===== config.mk =====
export PLATFORM = sky130hd
export DESIGN_NAME = adc_sample_sequencer
export DESIGN_NICKNAME = d
export VERILOG_FILES = /design/src/rtl/adc_sample_sequencer_pkg.sv /design/src/rtl/adc_sample_sequencer_stall_watchdog.sv /design/src/rtl/adc_sample_sequencer.sv
export SDC_FILE = /design/constraint.sdc
export NUM_CORES = 1
export LEC_CHECK = 0
export BUFFER_PORTS_ARGS = -buffer_cell sky130_fd_sc_hd__buf_2
export CAP_MARGIN = 20
export CORE_MARGIN = 2
export CORE_UTILIZATION = 57
export CTS_CLUSTER_DIAMETER = 50
export DETAILED_ROUTE_END_ITERATION = 8
export PLACE_DENSITY_LB_ADDON = 0.2
export SLEW_MARGIN = 10
export SYNTH_ARGS = -nofsm -noshare
export SYNTH_HDL_FRONTEND = slang
export SYNTH_HIERARCHICAL = 1
export SYNTH_SLANG_ARGS = --single-unit

===== constraint.sdc =====
create_clock -name clk -period 2.5 [get_ports clk]
set_clock_uncertainty 0.2 [all_clocks]
set_input_delay 0.75 -clock clk [delete_from_list [all_inputs] [get_ports clk]]
set_output_delay 0.75 -clock clk [all_outputs]
set_load 0.02 [all_outputs]

===== src/rtl/adc_sample_sequencer_pkg.sv =====
// Shared definitions for the ADC sample sequencer: default sizing, FSM encoding
// and the counter-width helper.
package adc_sample_sequencer_pkg;

  localparam int ADC_WIDTH_DEF    = 12;
  localparam int SAMPLE_DIV_DEF   = 1000;
  localparam int CONV_TIMEOUT_DEF = 256;
  localparam int STALL_CYCLES_DEF = 1000000;

  typedef enum logic [1:0] {
    ST_IDLE      = 2'd0,
    ST_WAIT_TICK = 2'd1,
    ST_START     = 2'd2,
    ST_CONVERT   = 2'd3
  } seq_state_t;

  // Bits needed to hold values 0..limit-1, never less than one bit.
  function automatic int cnt_w(input int limit);
    return (limit > 1) ? $clog2(limit) : 1;
  endfunction

endpackage


===== src/rtl/adc_sample_sequencer_stall_watchdog.sv =====
// Flags the RPM stage as stalled when its toggle-style change flag has not
// moved for STALL_CYCLES clocks.
module adc_sample_sequencer_stall_watchdog
  import adc_sample_sequencer_pkg::*;
#(
  parameter int STALL_CYCLES = STALL_CYCLES_DEF
) (
  input  logic clk,
  input  logic rst_n,
  input  logic rpm_change,
  output logic stalled
);

  // The counter must be able to hold STALL_CYCLES itself, hence the +1.
  localparam int STALL_W = cnt_w(STALL_CYCLES + 1);
  localparam logic [STALL_W-1:0] STALL_LAST = STALL_W'(STALL_CYCLES);

  logic               rpm_q;
  logic               rpm_edge;
  logic [STALL_W-1:0] stall_cnt;

  assign rpm_edge = rpm_change ^ rpm_q;

  always_ff @(posedge clk or negedge rst_n) begin
    if (!rst_n) begin
      rpm_q     <= 1'b0;
      stall_cnt <= '0;
    end else begin
      rpm_q <= rpm_change;
      if (rpm_edge)
        stall_cnt <= '0;
      else if (stall_cnt != STALL_LAST)
        stall_cnt <= stall_cnt + STALL_W'(1);
    end
  end

  assign stalled = (stall_cnt == STALL_LAST);

endmodule


===== src/rtl/adc_sample_sequencer.sv =====
// Paces ADC conversions from a free-running divider, guards each conversion
// with a timeout and forwards good samples with a toggle-style change flag.
module adc_sample_sequencer
  import adc_sample_sequencer_pkg::*;
#(
  parameter int ADC_WIDTH    = ADC_WIDTH_DEF,
  parameter int SAMPLE_DIV   = SAMPLE_DIV_DEF,
  parameter int CONV_TIMEOUT = CONV_TIMEOUT_DEF,
  parameter int STALL_CYCLES = STALL_CYCLES_DEF
) (
  input  logic                 clk,
  input  logic                 rst_n,
  input  logic                 enable,
  input  logic                 clear_err,
  output logic                 adc_start,
  input  logic                 adc_done,
  input  logic [ADC_WIDTH-1:0] adc_data,
  output logic [ADC_WIDTH-1:0] adc_value,
  output logic                 adc_value_change,
  input  logic                 rpm_change,
  output logic                 stalled,
  output logic                 timeout_err,
  output logic                 overrun_err
);

  localparam int DIV_W = cnt_w(SAMPLE_DIV);
  localparam int TO_W  = cnt_w(CONV_TIMEOUT);
  localparam logic [DIV_W-1:0] DIV_LAST = DIV_W'(SAMPLE_DIV - 1);
  localparam logic [TO_W-1:0]  TO_LAST  = TO_W'(CONV_TIMEOUT - 1);

  seq_state_t       state;
  seq_state_t       state_nxt;
  logic [DIV_W-1:0] div_cnt;
  logic [TO_W-1:0]  to_cnt;
  logic             tick;
  logic             sample_ld;
  logic             timeout_set;
  logic             overrun_set;

  assign tick = (div_cnt == DIV_LAST);

  // Sample-rate divider runs whenever enabled, independent of the FSM.
  always_ff @(posedge clk or negedge rst_n) begin
    if (!rst_n)
      div_cnt <= '0;
    else if (!enable || tick)
      div_cnt <= '0;
    else
      div_cnt <= div_cnt + DIV_W'(1);
  end

  always_ff @(posedge clk or negedge rst_n) begin
    if (!rst_n)
      state <= ST_IDLE;
    else
      state <= state_nxt;
  end

  always_comb begin
    state_nxt   = state;
    adc_start   = 1'b0;
    sample_ld   = 1'b0;
    timeout_set = 1'b0;
    overrun_set = 1'b0;
    case (state)
      ST_IDLE: begin
        if (enable)
          state_nxt = ST_WAIT_TICK;
      end
      ST_WAIT_TICK: begin
        if (tick)
          state_nxt = ST_START;
      end
      ST_START: begin
        adc_start = 1'b1;
        state_nxt = ST_CONVERT;
      end
      ST_CONVERT: begin
        // A done on the timeout limit cycle still counts as a good sample.
        if (adc_done) begin
          sample_ld = 1'b1;
          state_nxt = ST_WAIT_TICK;
        end else begin
          if (to_cnt == TO_LAST) begin
            timeout_set = 1'b1;
            state_nxt   = ST_WAIT_TICK;
          end
          if (tick)
            overrun_set = 1'b1;
        end
      end
      default: state_nxt = ST_IDLE;
    endcase
    // Dropping enable abandons whatever is in flight, including a same-cycle done.
    if (!enable) begin
      state_nxt   = ST_IDLE;
      sample_ld   = 1'b0;
      timeout_set = 1'b0;
      overrun_set = 1'b0;
    end
  end

  always_ff @(posedge clk or negedge rst_n) begin
    if (!rst_n)
      to_cnt <= '0;
    else if (state == ST_START)
      to_cnt <= '0;
    else if (state == ST_CONVERT && to_cnt != TO_LAST)
      to_cnt <= to_cnt + TO_W'(1);
  end

  always_ff @(posedge clk or negedge rst_n) begin
    if (!rst_n) begin
      adc_value        <= '0;
      adc_value_change <= 1'b0;
    end else if (sample_ld) begin
      adc_value        <= adc_data;
      adc_value_change <= ~adc_value_change;
    end
  end

  // Sticky flags: a set in the same cycle as clear_err takes priority.
  always_ff @(posedge clk or negedge rst_n) begin
    if (!rst_n) begin
      timeout_err <= 1'b0;
      overrun_err <= 1'b0;
    end else begin
      if (timeout_set)
        timeout_err <= 1'b1;
      else if (clear_err)
        timeout_err <= 1'b0;
      if (overrun_set)
        overrun_err <= 1'b1;
      else if (clear_err)
        overrun_err <= 1'b0;
    end
  end

  adc_sample_sequencer_stall_watchdog #(
    .STALL_CYCLES(STALL_CYCLES)
  ) u_stall_watchdog (
    .clk       (clk),
    .rst_n     (rst_n),
    .rpm_change(rpm_change),
    .stalled   (stalled)
  );

endmodule


## Word level (Yosys, flattened, before mapping)

Index checks and enable logic that the tools add are counted.

| operators by class | value |
|---|---|
| mux-type cells | 25 |
| bitwise gates (word level) | 2 |
| add/subtract/negate cells | 3 |
| reduce and logical (&&, ||, !) cells | 9 |
| equality and inequality tests | 10 |

Operators by type and width:

| cell | number |
|---|---|
| $mux 20 | 2 |
| $add 20x1->20 const B | 1 |
| $eq 20x20->1 const B | 1 |
| $ne 20x20->1 const B | 1 |
| $mux 8 | 2 |
| $mux 1 | 15 |
| $add 10x1->10 const B | 1 |
| $eq 10x10->1 const B | 1 |
| $mux 10 | 1 |
| $add 8x1->8 const B | 1 |
| $eq 8x8->1 const B | 1 |
| $mux 2 | 4 |
| $ne 8x8->1 const B | 1 |
| $pmux 2 s4 | 1 |
| $reduce_bool 2->1 | 4 |
| $eq 2x2->1 const B | 2 |
| $ne 4x4->1 const B | 1 |
| $ne 3x3->1 const B | 1 |
| $eq 2x1->1 const B | 1 |
| $logic_not 2->1 | 1 |
| $reduce_and 2->1 | 1 |
| $logic_and 1x1->1 | 1 |
| $logic_not 1->1 | 1 |
| $logic_or 1x1->1 | 1 |
| other kinds (2) | 2 |

| storage, ports and cells | value |
|---|---|
| flip-flop bits (word level) | 56 |
| output and inout bits | 17 |

## Depth between registers and ports, before layout

| depth | value |
|---|---|
| word-level depth | 6 |
| depth in mapped cells | 6 |
| mapped depth without buffers | 6 |

## Modules after synthesis

Netlist, hierarchy kept.

By module, submodules not included:

| module | times used | cells each | sequential area each (µm²) | area an instance (µm²) |
|---|---|---|---|---|
| adc_sample_sequencer | 1 | 137 | 875.8 | 1597.8 |
| adc_sample_sequencer_stall_watchdog | 1 | 118 | 525.5 | 1119.8 |

## Least setup slack after synthesis

No wires, ideal clock.

| timing | value |
|---|---|
| path type | register to output |
| from | register u_stall_watchdog.stall_cnt[12] |
| to | output stalled |
| required time | 1550 ps |
| slack | -146 ps |
| stages on the path, launching flop included | 3 |
| arrival time | 1696 ps |
| buffers on the path | 0 |
| path through | dfrtp_1 > or4_1 > nor4_1 |

| between the ends | value |
|---|---|
| cells in the longest elaborated chain, start to end | 1 |

Ends and longest elaborated chain:

| element | RTL line | source |
|---|---|---|
| start: declaration | adc_sample_sequencer_stall_watchdog.sv:20 | `logic [STALL_W-1:0] stall_cnt;` |
| start signal: assignment | adc_sample_sequencer_stall_watchdog.sv:33 | `stall_cnt <= stall_cnt + STALL_W'(1);` |
| $eq 20x20->1 | adc_sample_sequencer_stall_watchdog.sv:37 | `assign stalled = (stall_cnt == STALL_LAST);` |
| end: declaration | adc_sample_sequencer.sv:21 | `output logic stalled,` |

No other way between the ends.

## Final worst setup path

| timing | value |
|---|---|
| from | register u_stall_watchdog.stall_cnt[10] |
| to | output stalled |

Same word-level chain as after synthesis.

==> summary.md <==
| Metric | Value |
|---|---|
| Post-Layout Inst Area | `0.003159 mm2` |
| Top-area cell type share of the netlist area | `0.5157` |
| Req. time, crit path | `1550 ps` |
| CTS Root Cell | `clkbuf_8` |
| Setup WS pre-CTS | `156.1 ps` |
| Flops & latches, synth | `56` |
| GP Congestion | `0.8167` |
| Hold buffers post-CTS | `0` |
| Crit Path Class | `flop to output pin` |
| Pre-antenna DRT Iters | `4` |
| Avg Inst Size Synth | `10.66 um2` |
| Hold Path Class | `primary input to asynchronous set/reset pin` |
| Htree depth | `2` |
| Buffers on Ports | `34` |
| Async set-reset flop share out of synthesis | `1.000` |
| DRC violations left | `0` |
| Clock sink total | `56` |
| Global-route usage over all layers | `0.2126` |
| Vias in the first global route | `1953` |
| Crit path DAT | `1630 ps` |
| Layout area overhead | `16.25%` |
| Reg power frac | `0.526` |
| Final design utilization | `0.6779` |
| Die width | `73.05 um` |
| Sequential area share after synthesis | `0.5157` |
| Count leader, synth | `dfrtp_1` |
| Layout cells sized above 1 | `0.2590` |
| FF-to-FF setup slack | `440 ps` |
| Maxcap violations | `0` |
| Cell taking the most area after synthesis | `dfrtp_1` |
| Final period util | `1.031` |
| Ys Warns | `6` |
| Die H | `73.05 um` |
| Post-DP Area | `0.003000 mm2` |
| Critical path endpoint category | `output pin` |
| Final min period | `2577 ps` |
| Antenna-violating nets left | `0` |
| Worst skew pair latency | `310 ps` |
| Crit path launch type | `flop` |
| Clock slew at reported path FFs | `100 ps` |
| Outcome | `finished with violations` |
| Slew Viols, Final | `0` |
| Failing checks | `negative setup slack` |
| Max Clk Rate | `388.1 MHz` |
| CTS tree | `yes` |
| Final setup violation count | `1` |
| Worst slew margin | `0.6535` |
| Max VDD drop | `0.0005374 V` |
| First-pass GRT wire length | `8.873 mm` |
| Power share of the clock group | `0.241` |
| Core Region | `0.004661 mm2` |
| Initial antenna violation count | `0` |
| Number of CTS-inserted buffers | `5` |
| Nets@finish | `330` |
| Wire per inst | `14.23 um` |
| Static leakage | `1.471 nW` |
| Switching share of power | `0.3175` |
| Full die area | `0.005336 mm2` |
| Syn Std Cell Area | `0.002718 mm2` |
| Clock Path Buffers | `2` |
| Synth top area cells | `dfrtp_1 52%, mux2_2 5.0%, xor2_1 4.5%` |
| Number of synthesized flops with an enable pin | `0` |
| Switching pwr | `0.0006638 W` |
| Distinct cells, synth | `41` |
| Via density | `5.713` |
| Final WS setup | `-76.71 ps` |
| Most frequent cells after synthesis | `56 x dfrtp_1, 24 x nor2_1, 14 x nand3_1, 14 x xor2_1` |
| Cell area power density | `661.8 mW/mm2` |
| Ports | `35` |
| Gate Count Post-Synth | `255` |
| Largest net degree at the start of global routing | `57` |
| Drt initial violations | `84` |
| Remaining global-route overflow | `0` |
| Antenna cells | `0` |
| Worst-Margin Slew | `515.0 ps` |
| RSZ-0062 raised after global routing | `true` |
| Syn Nets | `281` |
| Combinational fraction of design power | `0.233` |
| # rows | `25` |
| Starting density of the core | `0.5831` |
| Synth Flop Type | `dfrtp_1` |
| Worst-path fanout max | `3` |
| Post-DP HPWL | `3.503 mm` |
| Cell-internal power | `0.001427 W` |
| Post-Route WL | `5.109 mm` |
| DR vias | `2051` |
| Hold Fails Final Rpt | `0` |
layout make-up:
type,count,area [um2]
clock buffer,5,68.82
clock inverter,3,22.52
fill,384,1501
inverter,10,37.54
multi-input combinational,183,1269
sequential,56,1404
tap,54,67.56
timing repair buffer,48,290.3
metrics by stage:
| stage | setup TNS [ps] | total power, W | hold slack, ps | instances |
|---|---|---|---|---|
| 2_1_floorplan | 0 | 0.001428 | 232.9 | 255 |
| 3_3_place_gp | 0 | 0.001589 | 255.9 | 344 |
| 3_5_place_dp | 0 | 0.001614 | 263.6 | 344 |
| 4_1_cts | -75.65 | 0.002118 | 223.0 | 357 |
| 5_1_grt | -180.8 | 0.002212 | 235.1 | 359 |
| 6_report | -76.71 | 0.002091 | 209.4 | 359 |
layer usage:
metal | routed length [um] | GRT usage
met1 | 2400 | 0.2890
met2 | 2505 | 0.3373
met3 | 131 | 0.04696
met4 | 72 | 0.07407
met5 | 0 | 0
worst max-delay path, stage by stage (launching register included):
cell	delay [ps]
dfrtp_1	430
nor4_2	310
nand2_1	140
nor4_2	260
buf_4	180
sequential cells by signal, summed over array words and instances (netlist names):
signal                      count
div_cnt                        10
u_stall_watchdog/rpm_q          1
overrun_err                     1
u_stall_watchdog/stall_cnt     20
timeout_err                     1
adc_value                      12
state                           2
to_cnt                          8
adc_value_change                1
cell usage in the layout, fill, tap and decap left out, types with 6 or more instances in the layout:
master,netlist,layout
nor2_1,24,24
nand3_1,14,14
o21ai_0,8,8
nor3_1,7,7
mux2_2,12,12
inv_1,10,10
nand4_1,9,9
xnor2_1,11,11
buf_4,0,14
nand2_1,12,12
ha_1,8,8
xor2_1,14,14
or3_1,9,9
a21oi_1,12,12
and3_1,6,6
dfrtp_1,56,54
buf_2,3,33
power by group through the flow:
| stage | clock, W | combinational (W) | sequential [W] |
|---|---|---|---|
| final | 0.000504 | 0.000487 | 0.00110 |
| after global placement | 0 | 0.000479 | 0.00111 |
| after global routing | 0.000549 | 0.000543 | 0.00112 |
| after CTS | 0.000519 | 0.000497 | 0.00110 |
| after detailed placement | 0 | 0.000494 | 0.00112 |
| after floorplan | 0 | 0.000213 | 0.00121 |
path summary, 6_finish.rpt:
| kind | startpoint | end | depth (start not counted) |
|---|---|---|---|
| min in group clk | div_cnt[0]$_DFF_PN0_ | div_cnt[0]$_DFF_PN0_ | 1 |
| min reg2reg | div_cnt[0]$_DFF_PN0_ | div_cnt[0]$_DFF_PN0_ | 1 |
| max reg2reg | u_stall_watchdog/stall_cnt[10]$_DFFE_PN0P_ | u_stall_watchdog/stall_cnt[19]$_DFFE_PN0P_ | 5 |
| max in group asynchronous | rst_n | u_stall_watchdog/stall_cnt[7]$_DFFE_PN0P_ | 2 |
| min | rst_n | to_cnt[7]$_DFFE_PN0P_ | 2 |
| max | u_stall_watchdog/stall_cnt[10]$_DFFE_PN0P_ | stalled | 4 |
timing repair:
item	CTS	global route
pin swaps	2	2
gates resized for setup	4	1
buffers inserted	5	2
setup endpoints to repair	1	1
cell families after synthesis:
group | share of synthesized area
flip-flops | 0.5157
multiplexers | 0.05341
adder cells (fa/ha/maj) | 0.03683
buffers and inverters | 0.02348
AND/OR/NAND/NOR | 0.2173
XOR/XNOR | 0.08057
AO/OA/AOI/OAI | 0.07275
No activity file was read; power rests on OpenSTA's default activity.
